File: config.mk
export PLATFORM = sky130hd
export DESIGN_NAME = phase_sequencer
export DESIGN_NICKNAME = d
export VERILOG_FILES = /design/src/rtl/simple_pkg.sv /design/src/rtl/instr_class.sv /design/src/rtl/phase_sequencer.sv
export SDC_FILE = /design/constraint.sdc
export NUM_CORES = 1
export LEC_CHECK = 0
export ABC_AREA = 1
export BUFFER_PORTS_ARGS = -buffer_cell sky130_fd_sc_hd__buf_2
export CORE_MARGIN = 2
export CORE_UTILIZATION = 49
export DETAILED_ROUTE_END_ITERATION = 8
export PLACE_DENSITY = 0.88
export SETUP_SLACK_MARGIN = 0.02
export SLEW_MARGIN = 20
export SYNTH_ARGS = -nofsm -noshare
export SYNTH_HDL_FRONTEND = slang
export SYNTH_SLANG_ARGS = --single-unit
File: constraint.sdc
create_clock -name clk -period 1.6 [get_ports clk]
set_clock_uncertainty 0.05 [all_clocks]
set_input_delay 0 -clock clk [delete_from_list [all_inputs] [get_ports clk]]
set_output_delay 0 -clock clk [all_outputs]
set_load 0.02 [all_outputs]
File: src/rtl/simple_pkg.sv
// Shared phase codes, instruction class decode constants and ALU op-field
// thresholds used by the phase sequencer and its instruction classifier.
package simple_pkg;

  typedef enum logic [2:0] {
    PH_HALT = 3'd0,
    PH_IF   = 3'd1,
    PH_ID   = 3'd2,
    PH_EX   = 3'd3,
    PH_MEM  = 3'd4,
    PH_WB   = 3'd5
  } phase_t;

  localparam logic [1:0] CLS_LD  = 2'b00;
  localparam logic [1:0] CLS_ST  = 2'b01;
  localparam logic [1:0] CLS_ALU = 2'b11;

  localparam logic [4:0] CLS_LI = 5'b10000;
  localparam logic [4:0] CLS_B  = 5'b10100;
  localparam logic [4:0] CLS_BC = 5'b10111;

  localparam logic [3:0] ALU_FLAG_MAX = 4'b0110;
  localparam logic [3:0] ALU_REG_MAX  = 4'b1100;
  localparam logic [3:0] ALU_HLT_OP   = 4'b1111;

  typedef struct packed {
    logic ld;
    logic st;
    logic li;
    logic b;
    logic bc;
    logic alu;
    logic hlt;
    logic alu_flag;
    logic alu_reg;
  } instr_class_t;

  function automatic logic is_mem(input instr_class_t c);
    return c.ld | c.st;
  endfunction

endpackage

File: src/rtl/instr_class.sv
// Combinational instruction classifier: maps the instruction-register
// contents onto one-hot-ish class flags for the phase sequencer.
module instr_class
  import simple_pkg::*;
(
  input  logic [15:0]  command,
  output instr_class_t cls
);

  logic       alu;
  logic [3:0] op;
  logic       unused_bits;

  assign alu = (command[15:14] == CLS_ALU);
  assign op  = command[7:4];

  // Immediate/register fields do not influence sequencing.
  assign unused_bits = ^{command[10:8], command[3:0]};

  always_comb begin
    cls          = '0;
    cls.ld       = (command[15:14] == CLS_LD);
    cls.st       = (command[15:14] == CLS_ST);
    cls.li       = (command[15:11] == CLS_LI);
    cls.b        = (command[15:11] == CLS_B);
    cls.bc       = (command[15:11] == CLS_BC);
    cls.alu      = alu;
    cls.hlt      = alu && (op == ALU_HLT_OP);
    cls.alu_flag = alu && (op <= ALU_FLAG_MAX);
    cls.alu_reg  = alu && (op <= ALU_REG_MAX);
  end

endmodule

File: src/rtl/phase_sequencer.sv
// Multi-cycle instruction phase sequencer with retired-instruction counter.
// Define PHASE_SKIP_EN to let non-memory instructions bypass the MEM phase.
//
// state | meaning
// HALT  | idle, halted=1, waits for run
// IF    | instruction fetch, waits for mem_ack
// ID    | decode; HLT retires and stops here
// EX    | execute, ALU flag update
// MEM   | data access for LD/ST, idle cycle otherwise
// WB    | register write / branch, retires instruction
module phase_sequencer
  import simple_pkg::*;
(
  input  logic        clk,
  input  logic        reset,
  input  logic        run,
  input  logic [15:0] COMMAND,
  input  logic        mem_ack,
  input  logic        branch_taken,
  output logic        ir_load,
  output logic        pc_inc,
  output logic        pc_load_en,
  output logic        mem_req,
  output logic        mem_we,
  output logic        mem_sel_data,
  output logic        reg_we,
  output logic        flag_we,
  output logic        halted,
  output logic [2:0]  phase,
  output logic [15:0] retired
);

  phase_t       state, state_nxt;
  instr_class_t cls;
  logic         retire;
  logic [15:0]  retired_q;

  instr_class u_instr_class (
    .command (COMMAND),
    .cls     (cls)
  );

  always_ff @(posedge clk or posedge reset) begin
    if (reset) begin
      state     <= PH_HALT;
      retired_q <= '0;
    end else begin
      state <= state_nxt;
      if (retire) retired_q <= retired_q + 16'd1;
    end
  end

  always_comb begin
    state_nxt    = PH_HALT;
    retire       = 1'b0;
    ir_load      = 1'b0;
    pc_inc       = 1'b0;
    pc_load_en   = 1'b0;
    mem_req      = 1'b0;
    mem_we       = 1'b0;
    mem_sel_data = 1'b0;
    reg_we       = 1'b0;
    flag_we      = 1'b0;
    halted       = 1'b0;
    case (state)
      PH_HALT: begin
        halted    = 1'b1;
        state_nxt = run ? PH_IF : PH_HALT;
      end
      PH_IF: begin
        mem_req   = 1'b1;
        state_nxt = PH_IF;
        if (mem_ack) begin
          ir_load   = 1'b1;
          pc_inc    = 1'b1;
          state_nxt = PH_ID;
        end
      end
      PH_ID: begin
        retire    = cls.hlt;
        state_nxt = cls.hlt ? PH_HALT : PH_EX;
      end
      PH_EX: begin
        flag_we = cls.alu_flag;
`ifdef PHASE_SKIP_EN
        state_nxt = is_mem(cls) ? PH_MEM : PH_WB;
`else
        state_nxt = PH_MEM;
`endif
      end
      PH_MEM: begin
        state_nxt = PH_WB;
        if (is_mem(cls)) begin
          mem_req      = 1'b1;
          mem_sel_data = 1'b1;
          mem_we       = cls.st;
          state_nxt    = mem_ack ? PH_WB : PH_MEM;
        end
      end
      PH_WB: begin
        reg_we     = cls.ld | cls.li | cls.alu_reg;
        pc_load_en = cls.b | (cls.bc & branch_taken);
        retire     = 1'b1;
        state_nxt  = PH_IF;
      end
      default: state_nxt = PH_HALT;
    endcase
  end

  assign phase   = state;
  assign retired = retired_q;

endmodule

# Word level (Yosys, flattened, before mapping)
# Index checks and enable logic that the tools add are counted.
# totals
in_bits	21
regBits	19
elab_cells	44
# op_classes
mux	18
n_eq_ne	11
n_bitwise	5
n_reduce_logical	5
add_sub_neg	1
magnitude_cmp	2
# op_table
operator	n
$pmux 3 s6	1
$add 16x1->16 const B	1
$eq 5x5->1 const B	3
$mux 1	13
$eq 3x2->1 const B	2
$eq 3x3->1 const B	2
$eq 4x4->1 const B	1
$le 4x3->1 const B	1
$le 4x4->1 const B	1
$mux 2	2
$or 1x1->1	4
$pmux 1 s2	2
$eq 3x1->1 const B	1
$logic_and 1x1->1	3
$logic_not 3->1	1
$eq 2x1->1 const B	1
$eq 2x2->1 const B	1
$logic_not 2->1	1
$and 1x1->1	1

# Depth between registers and ports, before layout
# Gate-level depths: netlist (run 1).
# depth
ltp_word	4
ltp_mapped	8

# Hierarchy
# Synthesis (run 1) repeated with hierarchy kept, for this count alone.
# unflattened
cells_unflattened	178
hier_area_um2	1270.0
# modules_own_cells
module	area_each_um2	seq_area_each_um2	cells_each	n_inst
phase_sequencer	1148.6	475.5	151	1
instr_class	121.4	0.0	27	1

# Worst setup path after synthesis (run 1)
# No wires, ideal clock.
# synth_path
kind	register to register
start	register retired_q[0], in the netlist retired[0]
end	register retired_q[10], in the netlist retired[10]
setup_slack_ns	0.081
setup_time_ns	0.118
t_arrival_ns	1.351
path_stages_with_launch	8
path_cell_list	dfrtp_1 -> ha_1 -> nand3_1 -> nor2_2 -> nand2_1 -> xor2_1 -> nand2_1 -> nand2_1
# synth_via
elab_chain_cells	1
# synth_lines
element	line	rtl
from (decl)	phase_sequencer.sv:36	logic [15:0] retired_q;
from (signal assigned)	phase_sequencer.sv:49	if (retire) retired_q <= retired_q + 16'd1;
$add 16x1->16	phase_sequencer.sv:49	
# No other way between the ends.
# A chain may end at the register's enable or synchronous reset.

# Final worst setup path (run 1)
# layout_path
start	register state[0], in the netlist phase[0]
end	register retired_q[9], in the netlist retired[9]
# layout_via
elab_chain_cells	2
elab_cells_between_ends	3
cone_classes	2 x eq/ne; 1 x mux
# layout_lines
element	line	rtl
from (decl)	phase_sequencer.sv:33	phase_t state, state_nxt;
from (signal assigned)	phase_sequencer.sv:48	state <= state_nxt;
$eq 3x3->1 or $eq 3x2->1 (tied branches)	phase_sequencer.sv:65	case (state)
$pmux 1 s2 (*)	phase_sequencer.sv:65	
# Every way passes the cells marked *; elsewhere a longest branch is shown, timed or not.

==> impl_metrics.ini, run 1 <==
[routing]
route.detailed.drc = 0
vias = 1420
ant_nets = 0
drtIter0Drc = 53
viasPerCell = 5.11
drt_pre_antenna_iters = 4
wl_per_cell_um = 11.5
wirelength_um = 3190

[synth]
synth-seq-cells = 19
synth_edf_count = 0
synthAdderAreaFrac = 0.00952
yosysTopAreaCellShare = 0.362
synth_ff_type = dfrtp_1
synth_top_family_by_area = simple AND/OR/NAND/NOR gates
syn_area_per_cell_um2 = 6.84
synth_simple_gate_area_frac = 0.441
synth_area_leaders = dfrtp_1 36%, nand2_1 19%, nand3_1 9.5%
yosys_warnings = 0
syn_area_um2 = 1310
synthCells = 192
synth_compound_gate_area_share = 0.0467
synthMuxAreaShare = 0
synth_nets = 214
synth_xor_area_frac = 0.0533
yosysSeqAreaShare = 0.362
yosysTopAreaCell = dfrtp_1
yosysUniqueCellTypes = 27
synth_most_common_cell = nand2_1
synthTopCellsByCount = 66 x nand2_1, 25 x nand3_1, 21 x inv_1
async_flop_share = 1.00

[setup_path]
cp_max_fo = 8
r2r_cells = 6
endpoint_kind = flop
crit_type = flop to flop
regToRegStartpoint = phase[0]
critPathLaunchType = flop
startpoint = phase[0]
cp.arrival_ns = 1.66
cp.required_ns = 1.76

[floorplanning]
fp.dieArea_um2 = 3110
rows = 18
fp.dieH_um = 55.8
die-width_um = 55.8
initial_core_util = 0.526
io_pins = 49
core_area_um2 = 2500

[finish]
fin_nets = 271
area_growth_syn_to_layout_pct = 31.4
fin_util = 0.691
diodes = 0
drive_above_1_share = 0.290

[grt]
grt_max_degree = 20
track_usage = 0.206
antenna_found_initial = 0
overflow = 0
grt_first_pass_wirelength_um = 5220
grt_pass1_vias = 1253

[clock_network]
clk_pin_slew_ns = 0.11
cts_inserted_buffers = 3
htree_levels = 1
cts-root-buf = clkbuf_4
clockBufferDepth = 2
cts_tree = done
clock-sinks = 19
clk-insertion-delay-late_ns = 0.31

[timing]
drv_slew = 0
slew_headroom = 0.508
rsz0062_at_grt = false
final.min_clock_period_ns = 1.50
tightest_slew_ns = 0.737
fmax_mhz = 667
finalHoldViolCount = 0
setup-violations-final = 0
final.setup.worst_slack_ns = 0.101
final.period_utilization = 0.937
setup_tns_ns = 0
fin_hold_ws_ns = 0.132

[min_path]
hp-class = primary input to flop
holdCritStartpoint = COMMAND[14]
holdPathStages = 6

[outcome]
status = finished clean

[pwr]
netSwitchingFraction = 0.432
combPwrFrac = 0.488
p_per_area_nw_per_um2 = 973
clock_power_share = 0.154
ir_worst_vdd_uv = 1100
power_frac_seq = 0.358
internal_power_mw = 0.954
p_leak_nw = 0.930
p_sw_mw = 0.726

[placed_design]
numPortBuffers = 41
post-place-ws_ns = 0.141
gp_congestion = 0.842
dp_hpwl_um = 2220

[job]
cap_viol_max_count = 0
[cell usage in the layout (no fill, tap or decap), drive strengths merged]
cell type     n
xnor2         2
dfrtp        19
o21ai         8
nor2         19
or2           1
inv          23
nand3        26
dlygate4sd3   4
clkbuf        4
a21boi        1
a31oi         1
xor2          6
nand4         7
a211oi        1
buf          52
and3          1
nand2        68
nor3          4
ha            1
[routing by layer]
layer | share of wire | track usage | wire length (um)
met1 | 0.43 | 0.236 | 1370
met2 | 0.51 | 0.389 | 1610
met3 | 0.050 | 0.0233 | 161
met4 | 0.013 | 0.0732 | 42
met5 | 0 | 0 | 0
[critical path: stages, from the launching register on]
cell	delay (ns)
dfrtp_2	0.42
buf_4	0.16
nor3_4	0.24
nand4_4	0.19
buf_4	0.21
nand3_1	0.07
nand2_1	0.06
[what timing repair did]
action / CTS / global route
hold buffers: 4 / 0
pin swaps: 0 / 1
setup endpoints to repair: 3 / 10
hold endpoints to repair: 21 / 0
buffers inserted: 1 / 6
resized for setup: 1 / 14
[flip-flops by register name (all words and copies together), names as in the netlist]
| signal | count |
|---|---|
| phase | 3 |
| retired | 16 |
[worst paths after layout]
check | to | slack (ns)
worst max-delay path | retired[9] | 0.10
worst min-delay path | phase[1] | 0.13
worst max register to register | retired[9] | 0.10
worst min register to register | retired[15] | 0.54
max in group asynchronous | phase[0] | 0.70
min in group asynchronous | retired[5] | 0.30
[cell families (layout without fill, tap and decap cells)]
logic type	count (synthesis)	in the layout
and+or+nand+nor	126	126
buffers and inverters	27	83
DFF	19	19
AOI/OAI and AO/OA	11	11
xor gates and xnor gates	8	8
adders and majority gates	1	1
[through the flow]
stage / cells / power, mW / area (um^2)
CTS: 272 / 1.57 / 1640
floorplan: 192 / 1.08 / 1310
finish: 278 / 1.68 / 1730
detailed placement: 263 / 1.29 / 1560
global route: 278 / 1.79 / 1730
global placement: 263 / 1.28 / 1560
[final cells by class]
cell class	instances	area (um^2)
inverters	23	86.3
well taps	30	37.5
multi-input cells	146	764
clock buffers	4	26.3
fillers	203	773
flip-flops and latches	19	477
repair buffers	56	335
[power by group through the flow]
| stage | logic, mW | registers (mW) | clock network (mW) |
|---|---|---|---|
| floorplan | 0.365 | 0.717 | 0 |
| global placement | 0.651 | 0.625 | 0 |
| detailed placement | 0.660 | 0.629 | 0 |
| CTS | 0.692 | 0.619 | 0.263 |
| global route | 0.894 | 0.616 | 0.278 |
| finish | 0.820 | 0.601 | 0.259 |
Power figures use the tool's default switching activity.
==> inputs of run 2 (changes only) <==
==> constraint.sdc (replaced) <==
create_clock -name clk -period 1.5 [get_ports clk]
set_clock_uncertainty 0.05 [all_clocks]
set_input_delay 0 -clock clk [delete_from_list [all_inputs] [get_ports clk]]
set_output_delay 0 -clock clk [all_outputs]
set_load 0.02 [all_outputs]
==> impl_metrics.ini, run 2 (same netlist as run 1, synthesis figures left out) <==
[outcome]
status = finished, violations left
violations = setup timing

[finish]
diodes = 0
layout_commonest_cell = nand2_1
fin_area_um2 = 1900
final_cell_mix = 65 x nand2_1, 34 x buf_2, 19 x buf_4
area_growth_syn_to_layout_pct = 44.8
fin_nets = 279
fin_util = 0.761
drive_above_1_share = 0.383
largest_reg_flops = 16

[floorplanning]
initial_core_util = 0.526
die-width_um = 55.8
fp.dieArea_um2 = 3110
rows = 18
fp.dieH_um = 55.8
io_pins = 49
core_area_um2 = 2500

[placed_design]
numPortBuffers = 41
placed_cell_area_um2 = 1580
dp_hpwl_um = 2380
post-place-ws_ns = 0.0760
gp_congestion = 0.855

[clock_network]
clockBufferDepth = 2
clk_pin_slew_ns = 0.13
clk-insertion-delay-late_ns = 0.32
cts_tree = done
cts-root-buf = clkbuf_4
htree_levels = 1
cts_inserted_buffers = 3
clock-sinks = 19

[timing]
slew_headroom = 0.756
finalHoldViolCount = 0
fin_hold_ws_ns = 0.117
final.min_clock_period_ns = 1.60
final.setup.worst_slack_ns = -0.101
setup-violations-final = 16
fmax_mhz = 624
rsz0062_at_grt = true
setup_tns_ns = -0.263
tightest_slew_ns = 0.366
drv_slew = 0
final.period_utilization = 1.07

[setup_path]
crit_type = flop to output pin
cp_num_buf_inv = 2
r2r_cells = 6
regToRegStartpoint = phase[2]
crit_path_frequent_cell = buf_4
crit_family = flip-flops
endpoint_kind = output pin
cp_max_fo = 7
cp_slowest_stage_delay_ns = 0.46
cp_slowest_cell = dfrtp_2
crit_cells = 5
cp.required_ns = 1.45
cp_cell_sequence = buf_4 > nand3_4 > a31oi_1 > and3_1 > buf_4
startpoint = phase[2]
critPathLaunchType = flop
cp.arrival_ns = 1.55

[routing]
wl_per_cell_um = 14.7
drtIter0Drc = 58
viasPerCell = 5.56
drt_pre_antenna_iters = 4
wirelength_um = 4200
route.detailed.drc = 0
vias = 1591
ant_nets = 0

[grt]
grt_first_pass_wirelength_um = 5530
antenna_found_initial = 0
grt_pass1_vias = 1364
track_usage = 0.221
overflow = 0
grt_max_degree = 19

[job]
cap_viol_max_count = 0

[pwr]
clock_power_share = 0.134
internal_power_mw = 1.16
netSwitchingFraction = 0.450
p_sw_mw = 0.946
p_per_area_nw_per_um2 = 1110
power_frac_seq = 0.320
combPwrFrac = 0.546
ir_worst_vdd_uv = 1400
p_leak_nw = 0.983

[min_path]
hp-class = primary input to flop
holdPathStages = 6
holdCritStartpoint = COMMAND[14]
==> run 2: cell count changes in the layout (fill, tap and decap cells not counted), sizes merged <==
| cell | delta |
|---|---|
| buf | +8 |
| clkbuf | -1 |
| clkinv | +1 |
==> run 2: timing repair <==
item,CTS,global route
hold endpoints to repair,21,0
buffers inserted,6,7
pin swaps,1,10
hold buffers,4,0
resized for setup,12,34
setup endpoints to repair,8,24
==> run 2: layout make-up <==
class                      instances  area (um^2)
tap                               30         37.5
clock buffer                       3         22.5
sequential                        19          480
timing repair buffer              64          432
clock inverter                     1         5.00
inverter                          23         88.8
multi-input combinational        146          836
fill                             157          598
==> run 2: layer usage <==
layer	vias up	global-route usage	share of wire
li1	746	-	-
met1	747	0.243	0.37
met2	84	0.423	0.53
met3	14	0.0186	0.057
met4	0	0.101	0.038
met5	-	0	0
==> run 2: metrics by stage <==
| step | total power [mW] | instances |
|---|---|---|
| finish | 2.10 | 286 |
| global route | 2.20 | 286 |
| CTS | 1.80 | 279 |
| detailed placement | 1.39 | 265 |
| global placement | 1.37 | 265 |
| floorplan | 1.16 | 192 |
==> run 2: path summary, 6_finish.rpt <==
kind | endpoint | slack (ns)
worst max-delay path | reg_we | -0.10
worst min-delay path | phase[1] | 0.12
worst max register to register | retired[7] | -0.02
worst min register to register | retired[15] | 0.53
max in group asynchronous | retired[13] | 0.72
min in group asynchronous | retired[9] | 0.17
==> run 2: tightest hold or removal path: cells and delay by family <==
kind | cells | cell delay [ns]
and+or+nand+nor | 3 | 0.22
AOI/OAI and AO/OA | 1 | 0.07
buffers and inverters | 2 | 0.17
==> run 2: power by group through the flow <==
stage	registers [mW]	logic (mW)	clock network (mW)
floorplan	0.771	0.390	0
global placement	0.679	0.688	0
detailed placement	0.683	0.703	0
CTS	0.657	0.868	0.276
global route	0.685	1.21	0.304
finish	0.672	1.15	0.282
